**src/rtl/step_move_sequencer.sv**
```systemverilog
// Bus-programmable move sequencer: queues {steps, half-period, dir} segments and drives
// the step counter (clear/limit/done) and the motor driver step/dir pins for each one.
module step_move_sequencer #(
  parameter logic [15:0] BASE       = 16'h0010,
  parameter int unsigned FIFO_DEPTH = 4,
  parameter int unsigned SLACK      = 16,
  parameter int unsigned CLR_CYCLES = 2
) (
  input  logic        clk,
  input  logic        rst_n,
  input  logic [15:0] addr,
  input  logic        cs,
  input  logic        wr,
  input  logic        rd,
  input  logic [7:0]  data_in,
  output logic [7:0]  data_out,
  output logic        cnt_rst_n,
  output logic [15:0] limit_out,
  output logic        load_limit,
  input  logic        cnt_done,
  output logic        step_out,
  output logic        dir_out,
  output logic        irq
);

  localparam int unsigned PtrW = $clog2(FIFO_DEPTH);
  localparam int unsigned CntW = PtrW + 1;

  typedef enum logic [2:0] {StIdle, StPop, StClr, StLoad, StRun, StNext, StErr} state_e;

  state_e state_q, state_d;

  // Bus decode
  logic [15:0] off_full;
  logic [2:0]  off;
  logic        hit, wr_en, rd_en, push, ctrl_wr, abort, flag_clr;

  assign off_full = addr - BASE;
  assign off      = off_full[2:0];
  assign hit      = cs && (addr >= BASE) && (off_full < 16'd8);
  assign wr_en    = hit && wr;
  assign rd_en    = hit && rd;
  assign push     = wr_en && (off == 3'd3);
  assign ctrl_wr  = wr_en && (off == 3'd4);
  assign abort    = ctrl_wr && data_in[1];
  assign flag_clr = ctrl_wr && data_in[3];

  logic [15:0] seg_steps_q;
  logic [7:0]  seg_period_q;
  logic        run_en_q, irq_en_q;

  always_ff @(posedge clk or negedge rst_n) begin
    if (!rst_n) begin
      seg_steps_q  <= '0;
      seg_period_q <= '0;
      run_en_q     <= 1'b0;
      irq_en_q     <= 1'b0;
    end else if (wr_en) begin
      case (off)
        3'd0: seg_steps_q[7:0]  <= data_in;
        3'd1: seg_steps_q[15:8] <= data_in;
        3'd2: seg_period_q      <= data_in;
        3'd4: begin
          run_en_q <= data_in[0];
          irq_en_q <= data_in[2];
        end
        default: ;
      endcase
    end
  end

  // Segment FIFO: entry = {steps[15:0], period[7:0], dir}
  logic [24:0]     fifo_q [FIFO_DEPTH];
  logic [PtrW-1:0] wr_ptr_q, rd_ptr_q;
  logic [CntW-1:0] count_q;
  logic            full, empty, pop, do_push;
  logic [24:0]     head;

  assign full    = (count_q == CntW'(FIFO_DEPTH));
  assign empty   = (count_q == '0);
  assign pop     = (state_q == StPop);
  assign do_push = push && (!full || pop);
  assign head    = fifo_q[rd_ptr_q];

  always_ff @(posedge clk) begin
    if (do_push) fifo_q[wr_ptr_q] <= {seg_steps_q, seg_period_q, data_in[0]};
  end

  always_ff @(posedge clk or negedge rst_n) begin
    if (!rst_n) begin
      wr_ptr_q <= '0;
      rd_ptr_q <= '0;
      count_q  <= '0;
    end else if (abort) begin
      wr_ptr_q <= '0;
      rd_ptr_q <= '0;
      count_q  <= '0;
    end else begin
      if (do_push) wr_ptr_q <= wr_ptr_q + 1'b1;
      if (pop)     rd_ptr_q <= rd_ptr_q + 1'b1;
      case ({do_push, pop})
        2'b10:   count_q <= count_q + 1'b1;
        2'b01:   count_q <= count_q - 1'b1;
        default: ;
      endcase
    end
  end

  // Active segment and step generation state
  logic [15:0] act_steps_q;
  logic [7:0]  act_period_q, phase_q, phase_d, clr_cnt_q, clr_cnt_d;
  logic [17:0] issued_q, issued_d, step_lim;
  logic        step_q, step_d, done_seen_q, done_seen_d, done_now;
  logic        dir_q, cnt_rst_n_q, cnt_rst_n_d, load_q, load_d;
  logic [15:0] limit_q, limit_d;
  logic        overflow_q, timeout_q, irq_q;
  logic [7:0]  done_cnt_q, rdata_q, rdata_d;

  assign done_now = done_seen_q | cnt_done;
  assign step_lim = {2'b00, act_steps_q} + 18'(SLACK);

  always_ff @(posedge clk or negedge rst_n) begin
    if (!rst_n) state_q <= StIdle;
    else        state_q <= state_d;
  end

  always_comb begin
    state_d = state_q;
    case (state_q)
      StIdle: if (run_en_q && !empty) state_d = StPop;
      StPop:  state_d = (head[24:9] == 16'd0) ? StNext : StClr;
      StClr:  if (clr_cnt_q == 8'(CLR_CYCLES - 1)) state_d = StLoad;
      StLoad: state_d = StRun;
      StRun: begin
        // Once done is seen, let the high phase finish before leaving.
        if (done_now && (!step_q || phase_q == act_period_q)) state_d = StNext;
        else if (issued_q > step_lim)                         state_d = StErr;
      end
      StNext: state_d = (run_en_q && !empty) ? StPop : StIdle;
      StErr:  if (flag_clr) state_d = StIdle;
      default: state_d = StIdle;
    endcase
    if (abort) state_d = StIdle;
  end

  always_comb begin
    step_d      = 1'b0;
    phase_d     = '0;
    issued_d    = issued_q;
    done_seen_d = 1'b0;
    clr_cnt_d   = (state_q == StClr) ? clr_cnt_q + 8'd1 : 8'd0;
    cnt_rst_n_d = (state_d != StClr);
    load_d      = (state_d == StLoad);
    limit_d     = (state_d == StLoad) ? act_steps_q : limit_q;
    if (state_d == StRun) begin
      if (state_q != StRun) begin
        step_d   = 1'b1;
        issued_d = 18'd1;
      end else begin
        done_seen_d = done_now;
        if (phase_q == act_period_q) begin
          step_d = !step_q;
          if (!step_q) issued_d = issued_q + 18'd1;
        end else begin
          step_d  = step_q;
          phase_d = phase_q + 8'd1;
        end
      end
    end
  end

  always_comb begin
    rdata_d = '0;
    if (rd_en) begin
      case (off)
        3'd4:    rdata_d = {5'b0, irq_en_q, 1'b0, run_en_q};
        3'd5:    rdata_d = {2'b0, irq_q, timeout_q, overflow_q, empty, full, state_q != StIdle};
        3'd6:    rdata_d = 8'(count_q);
        3'd7:    rdata_d = done_cnt_q;
        default: rdata_d = '0;
      endcase
    end
  end

  always_ff @(posedge clk or negedge rst_n) begin
    if (!rst_n) begin
      act_steps_q  <= '0;
      act_period_q <= '0;
      dir_q        <= 1'b0;
      phase_q      <= '0;
      issued_q     <= '0;
      step_q       <= 1'b0;
      done_seen_q  <= 1'b0;
      clr_cnt_q    <= '0;
      cnt_rst_n_q  <= 1'b1;
      load_q       <= 1'b0;
      limit_q      <= '0;
      overflow_q   <= 1'b0;
      timeout_q    <= 1'b0;
      irq_q        <= 1'b0;
      done_cnt_q   <= '0;
      rdata_q      <= '0;
    end else begin
      if (state_q == StPop) begin
        act_steps_q  <= head[24:9];
        act_period_q <= head[8:1];
        dir_q        <= head[0];
      end
      phase_q     <= phase_d;
      issued_q    <= issued_d;
      step_q      <= step_d;
      done_seen_q <= done_seen_d;
      clr_cnt_q   <= clr_cnt_d;
      cnt_rst_n_q <= cnt_rst_n_d;
      load_q      <= load_d;
      limit_q     <= limit_d;
      rdata_q     <= rdata_d;
      if (state_q == StNext) done_cnt_q <= done_cnt_q + 8'd1;
      if (flag_clr) begin
        overflow_q <= 1'b0;
        timeout_q  <= 1'b0;
        irq_q      <= 1'b0;
      end else begin
        if (push && full && !pop) overflow_q <= 1'b1;
        if (state_q == StRun && state_d == StErr) begin
          timeout_q <= 1'b1;
          if (irq_en_q) irq_q <= 1'b1;
        end
        if (state_q == StNext && state_d == StIdle && !abort && irq_en_q) irq_q <= 1'b1;
      end
    end
  end

  assign data_out   = rdata_q;
  assign cnt_rst_n  = cnt_rst_n_q;
  assign limit_out  = limit_q;
  assign load_limit = load_q;
  assign step_out   = step_q;
  assign dir_out    = dir_q;
  assign irq        = irq_q;

endmodule

```
**config.mk**
```make
export PLATFORM = sky130hd
export DESIGN_NAME = step_move_sequencer
export DESIGN_NICKNAME = d
export VERILOG_FILES = /design/src/rtl/step_move_sequencer.sv
export SDC_FILE = /design/constraint.sdc
export NUM_CORES = 1
export LEC_CHECK = 0
export ABC_CLOCK_PERIOD_IN_PS = 4700
export CAP_MARGIN = 15
export CORE_MARGIN = 3
export CORE_UTILIZATION = 45
export DETAILED_ROUTE_END_ITERATION = 10
export HOLD_SLACK_MARGIN = 0.12
export PLACE_DENSITY = 0.74
export RECOVER_POWER = 50
export SLEW_MARGIN = 20
export SYNTH_ARGS = -nofsm -noshare
export SYNTH_HDL_FRONTEND = slang
export SYNTH_SLANG_ARGS = --single-unit
export TNS_END_PERCENT = 100
```
**constraint.sdc**
```tcl
create_clock -name clk -period 4.7 [get_ports clk]
set_clock_uncertainty 0.1 [all_clocks]
set_input_delay 0.47 -clock clk [delete_from_list [all_inputs] [get_ports clk]]
set_output_delay 0.47 -clock clk [all_outputs]
set_load 0.03 [all_outputs]
```
==> flow_metrics.env, run 1 <==
export IMPL_path_delay_family="simple AND/OR/NAND/NOR gates"
export IMPL_synthCells=795
export IMPL_areaGrowthSynthToFinish_pct=16.5
export IMPL_p_per_area_mw_per_mm2=503
export IMPL_slew_viol_final=139
export IMPL_timing_rr_start="rd_ptr_q[0]$_DFFE_PN0P_"
export IMPL_yosysSeqAreaShare=0.610
export IMPL_utilization=0.534
export IMPL_worst_ep_arrival_time_ps=4420
export IMPL_critPathBufInv=1
export IMPL_io_pins=59
export IMPL_grt_pass1_vias=6645
export IMPL_r2r_cells=8
export IMPL_finalSetupViolCount=0
export IMPL_cp_end_kind="flip-flop"
export IMPL_worstSetupPathType="flip-flop to flip-flop"
export IMPL_timing_hold_ws_ps=375
export IMPL_status="finished, violations left"
export IMPL_hold_buffers=1
export IMPL_ys_ff_latch=234
export IMPL_grt_max_degree=105
export IMPL_ir_drop_mv=0.339
export IMPL_diodes=0
export IMPL_yosysWarnings=0
export IMPL_ant_nets=0
export IMPL_vias=6647
export IMPL_rows=55
export IMPL_crit_chain="buf_12 -> mux4_1 -> nor4_1 -> nand4_1 -> nor3b_1 -> or4_4 -> or3_1 -> o41ai_1"
export IMPL_cts_resized=0
export IMPL_hold_start="dir_out$_DFFE_PN0P_"
export IMPL_drt_iter0_drc=675
export IMPL_grt_first_pass_wirelength_um=37000
export IMPL_hold_class="flip-flop to flip-flop"
export IMPL_hold_violations=0
export IMPL_dpl_hpwl_um=15200
export IMPL_cts_tree="built"
export IMPL_dieHeight_um=158
export IMPL_worst_slew_pin_slew_ps=2660
export IMPL_syn_avg_cell_area_um2=13.1
export IMPL_die_area_mm2=0.0250
export IMPL_gr_usage_all_layers=0.189
export IMPL_cts_buffer_depth=3
export IMPL_p_leak_nw=5.18
export IMPL_fin_nets=920
export IMPL_whs_path_depth=2
export IMPL_ys_async_sr_fraction=0.573
export IMPL_synth_edf_count=100
export IMPL_cts_setup_buffers=0
export IMPL_overflow=0
export IMPL_port_buffers=58
export IMPL_die_w_um=158
export IMPL_fmax_mhz=243
export IMPL_routedWlPerCell_um=19.7
export IMPL_fin_tns_setup_ps=0
export IMPL_cts_sinks=234
export IMPL_violations="max-capacitance violations, max-slew violations"
export IMPL_critical_path_startpoint_type="flip-flop"
export IMPL_slew_headroom=-0.774
export IMPL_rsz0062_at_grt="false"
export IMPL_htree_levels=1
export IMPL_start_util=0.459
export IMPL_synth_distinct_cells=57
export IMPL_synth_area_mm2=0.0104
export IMPL_holdPathEnd="dir_out$_DFFE_PN0P_"
export IMPL_insertion_delay_ps=520
export IMPL_drt_total_wl_um=22900
export IMPL_viasPerCell=5.71
export IMPL_place_congestion=0.835
export IMPL_r2r_setup_slack_ps=580
export IMPL_syn_nets=853
export IMPL_drive_gt1_frac=0.139
export IMPL_final_cells=1164
export IMPL_min_period_ps=4120
export IMPL_antenna_found_initial=0
export IMPL_dp_cells=1121
export IMPL_cts_buffers=23
export IMPL_clockRootBuffer="clkbuf_16"
export IMPL_max_stage_delay_ps=660
export IMPL_dr_pass1_iters=5
export IMPL_crit_fanout=25
export IMPL_core_area_mm2=0.0227
export IMPL_finalCritPeriodShare=0.877
export IMPL_synth_flop_cell="dfrtp_1"
export IMPL_clkTransAtPathRegs_ps=60
export IMPL_drv_cap=2
export IMPL_r2r_end="issued_q[3]$_DFFE_PN0P_"
export IMPL_slowest_stage="or3_1"
export IMPL_route_detailed_drc=0
export IMPL_crit_required_ps=5000
[area by class of cell]
type                            instances  area, um^2
Sequential cell                       234        6360
Timing Repair Buffer                   76         722
Multi-Input combinational cell        509        3840
Clock buffer                           31         626
Tap cell                              285         357
Clock inverter                         11         164
Fill cell                            1853       10600
Inverter                               18        67.6
[layer usage]
metal  track usage  vias to the layer above  part of all wire
li1              -                     3080                 -
met1         0.272                     3351              0.45
met2         0.306                      180              0.48
met3        0.0265                       36             0.049
met4        0.0459                        0             0.020
met5             0                        -                 0
[cells by family (layout without fill, tap and decap cells)]
group	after synthesis	count (layout)	share of synthesized area
compound gates	88	88	0.0567
xor+xnor	43	43	0.0362
fa+ha+maj	28	28	0.0344
buf+inv	52	136	0.0221
flops	234	234	0.610
mux	74	74	0.110
simple gates	276	276	0.130
[layout by cell type (no fill, tap or decap), types with 23 or more instances in the layout]
cell type          n
clkbuf_16         23
clkdlybuf4s50_1   55
edfxtp_1         100
nand2_1           95
mux2_2            44
nand3_1           24
ha_1              27
xnor2_1           28
nor2_1            57
dfrtp_1          133
[state kept, by name, summed over array words and instances, names as in the netlist, 2 cells and up]
register	flops
act_period_q	8
act_steps_q	16
clr_cnt_q	8
count_q	3
data_out	8
done_cnt_q	8
fifo_q	100
issued_q	18
limit_out	16
phase_q	8
rd_ptr_q	2
seg_period_q	8
seg_steps_q	16
state_q	3
wr_ptr_q	2
[power by group]
part	switching (mW)	internal, mW
registers	0.328	2.35
logic	0.881	0.632
clock network	0.764	1.16
total	1.97	4.14
[cell usage after synthesis, types with 18 or more instances]
library cell	instances	area share
mux2_2	44	0.048
nand3_1	24	0.012
dfrtp_1	133	0.32
xnor2_1	28	0.024
nor2_1	57	0.021
o41ai_1	19	0.016
a21oi_1	21	0.010
ha_1	27	0.032
edfxtp_1	100	0.29
clkbuf_1	24	0.0087
mux4_2	19	0.041
inv_1	18	0.0065
nand2_1	95	0.034
[worst reg2reg max path, stage by stage, from the launching register on]
cell	delay [ps]
dfrtp_1	420
buf_12	250
mux4_1	620
nor4_1	430
nand4_1	250
nor3b_1	210
or4_4	640
or3_1	670
o41ai_1	400
[how the worst max path moves through the flow]
stage	end	startpoint	depth (start not counted)
global placement	issued_q[0]$_DFFE_PN0P_	rd_ptr_q[0]$_DFFE_PN0P_	8
global route	issued_q[3]$_DFFE_PN0P_	act_steps_q[4]$_DFFE_PN0P_	14
floorplan	limit_out[0]$_DFFE_PN0P_	act_steps_q[4]$_DFFE_PN0P_	15
finish	issued_q[3]$_DFFE_PN0P_	rd_ptr_q[0]$_DFFE_PN0P_	8
detailed placement	issued_q[11]$_DFFE_PN0P_	rd_ptr_q[0]$_DFFE_PN0P_	8
CTS	issued_q[3]$_DFFE_PN0P_	rd_ptr_q[0]$_DFFE_PN0P_	8
[stage by stage]
step                      total power [mW]  setup slack [ps]  area (um^2)
after floorplan                       3.72               539        10400
after global routing                  6.45               250        12100
after global placement                4.17               676        11400
final                                 6.11               580        12100
after detailed placement              4.22               572        11400
after CTS                             6.16               556        12200
(Power assumes the default switching activity.)
==> inputs of run 2 (changes only) <==
CTS_CLUSTER_SIZE = 14   (was unset)
==> run 2 against run 1 <==
  * The flow still finishes with violations (max-capacitance violations, max-slew violations)
  * Core utilization stayed put
  * Sequential share of layout area stayed put
  * Final area stayed put
  * Critical endpoint unchanged
==> flow_metrics.env, run 2 (synthesis gave the netlist of run 1 again) <==
export IMPL_drt_total_wl_um=22900
export IMPL_r2r_end="issued_q[3]$_DFFE_PN0P_"
export IMPL_finalSetupViolCount=0
export IMPL_multi_input_area_mm2=0.00384
export IMPL_critical_path_startpoint_type="flip-flop"
export IMPL_dpl_hpwl_um=15200
export IMPL_worstSetupPathType="flip-flop to flip-flop"
export IMPL_io_pins=59
export IMPL_setup_ws_ps=577
export IMPL_p_leak_nw=5.18
export IMPL_r2r_cells=8
export IMPL_status="finished, violations left"
export IMPL_regMostFlops="fifo_q"
export IMPL_whs_path_depth=2
export IMPL_worst_slew_pin_slew_ps=2660
export IMPL_insertion_delay_ps=520
export IMPL_min_period_ps=4120
export IMPL_cts_buffers=23
export IMPL_path_delay_family="simple AND/OR/NAND/NOR gates"
export IMPL_place_ws_ps=572
export IMPL_max_stage_delay_ps=670
export IMPL_fmax_mhz=243
export IMPL_p_per_area_mw_per_mm2=504
export IMPL_drv_cap=2
export IMPL_areaGrowthSynthToFinish_pct=16.5
export IMPL_post_dp_cell_area_mm2=0.0114
export IMPL_htree_levels=1
export IMPL_ir_drop_mv=0.338
export IMPL_grt_first_pass_wirelength_um=37000
export IMPL_core_area_mm2=0.0227
export IMPL_finalCritPeriodShare=0.877
export IMPL_crit_chain="buf_12 -> mux4_1 -> nor4_1 -> nand4_1 -> nor3b_1 -> or4_4 -> or3_1 -> o41ai_1"
export IMPL_final_cell_mix="dfrtp_1, edfxtp_1, nand2_1, nor2_1, clkdlybuf4s50_1"
export IMPL_die_w_um=158
export IMPL_power_total_mw=6.11
export IMPL_hold_start="dir_out$_DFFE_PN0P_"
export IMPL_hold_violations=0
export IMPL_start_util=0.459
export IMPL_dr_pass1_iters=5
export IMPL_crit_fanout=25
export IMPL_ant_nets=0
export IMPL_grt_max_degree=105
export IMPL_seq_area_mm2=0.00636
export IMPL_largest_reg_flops=100
export IMPL_slowest_stage="or3_1"
export IMPL_routedWlPerCell_um=19.7
export IMPL_final_cell_area_mm2=0.0121
export IMPL_slew_viol_final=139
export IMPL_violations="max-capacitance violations, max-slew violations"
export IMPL_fin_tns_setup_ps=0
export IMPL_drt_iter0_drc=625
export IMPL_vias=6653
export IMPL_cts_sinks=234
export IMPL_gr_usage_all_layers=0.189
export IMPL_fill_cells=1853
export IMPL_viasPerCell=5.72
export IMPL_r2r_setup_slack_ps=580
export IMPL_timing_hold_ws_ps=377
export IMPL_rsz0062_at_grt="false"
export IMPL_crit_required_ps=5000
export IMPL_route_detailed_drc=0
export IMPL_clockRootBuffer="clkbuf_16"
export IMPL_cts_buffer_depth=3
export IMPL_hold_class="flip-flop to flip-flop"
export IMPL_die_area_mm2=0.0250
export IMPL_clkTransAtPathRegs_ps=60
export IMPL_fin_nets=920
export IMPL_timing_rr_start="rd_ptr_q[0]$_DFFE_PN0P_"
export IMPL_reg_largest_list="fifo_q: 100 flops, issued_q: 18 flops"
export IMPL_cts_resized=0
export IMPL_worst_ep_arrival_time_ps=4420
export IMPL_drive_gt1_frac=0.139
export IMPL_rows=55
export IMPL_diodes=0
export IMPL_port_buffers=58
export IMPL_grt_pass1_vias=6645
export IMPL_cts_tree="built"
export IMPL_slew_headroom=-0.776
export IMPL_critPathBufInv=1
export IMPL_final_common_cell="dfrtp_1"
export IMPL_cp_end_kind="flip-flop"
export IMPL_antenna_found_initial=0
export IMPL_holdPathEnd="dir_out$_DFFE_PN0P_"
export IMPL_overflow=0
export IMPL_dieHeight_um=158
export IMPL_place_congestion=0.835
==> run 2: cell counts in the layout (fill, tap and decap cells not counted) <==
Identical to the previous run, type by type.
==> run 2: report_power, final <==
part	total, mW	switching, mW	internal [mW]
Sequential	2.68	0.330	2.35
Clock	1.92	0.765	1.16
Combinational	1.51	0.881	0.633
Total	6.11	1.98	4.14
==> run 2: worst reg2reg max path: cells and delay by family, from the launching register on <==
family / cells / cell delay (ps)
multiplexers: 1 / 620
AO/OA/AOI/OAI: 1 / 410
flip-flops: 1 / 420
buffers and inverters: 1 / 250
AND/OR/NAND/NOR: 5 / 2200
==> run 2: how the worst max path moves through the flow <==
stage	start	to	cells after the start
6_report	rd_ptr_q[0]$_DFFE_PN0P_	issued_q[3]$_DFFE_PN0P_	8
5_1_grt	act_steps_q[4]$_DFFE_PN0P_	issued_q[3]$_DFFE_PN0P_	14
4_1_cts	rd_ptr_q[0]$_DFFE_PN0P_	issued_q[3]$_DFFE_PN0P_	8
3_5_place_dp	rd_ptr_q[0]$_DFFE_PN0P_	issued_q[11]$_DFFE_PN0P_	8
3_3_place_gp	rd_ptr_q[0]$_DFFE_PN0P_	issued_q[0]$_DFFE_PN0P_	8
2_1_floorplan	act_steps_q[4]$_DFFE_PN0P_	limit_out[0]$_DFFE_PN0P_	15
==> run 2: metrics by stage <==
step | utilization | std cells
final | 0.534 | 1164
after global routing | 0.534 | 1164
after CTS | 0.535 | 1164
after detailed placement | 0.500 | 1121
after global placement | 0.500 | 1121
after floorplan | - | 795
==> run 2: area by class of cell <==
cell class | instances | share of cell area
clock inverter | 11 | 0.0135
clock buffer | 31 | 0.0516
tap | 285 | 0.0294
inverter | 18 | 0.00557
sequential | 234 | 0.524
timing repair buffer | 76 | 0.0595
multi-input combinational | 509 | 0.317
==> run 2: timing repair <==
item,in CTS,in global routing
hold buffers,1,0
endpoints found under the hold margin,103,0
setup endpoints to repair,0,0
setup buffers,0,0
==> run 2: routing by layer <==
metal | GRT usage | vias up | part of all wire
met1 | 0.272 | 3335 | 0.44
met5 | 0 | - | 0
met3 | 0.0265 | 36 | 0.060
met4 | 0.0459 | 0 | 0.020
met2 | 0.306 | 206 | 0.48
li1 | - | 3076 | -
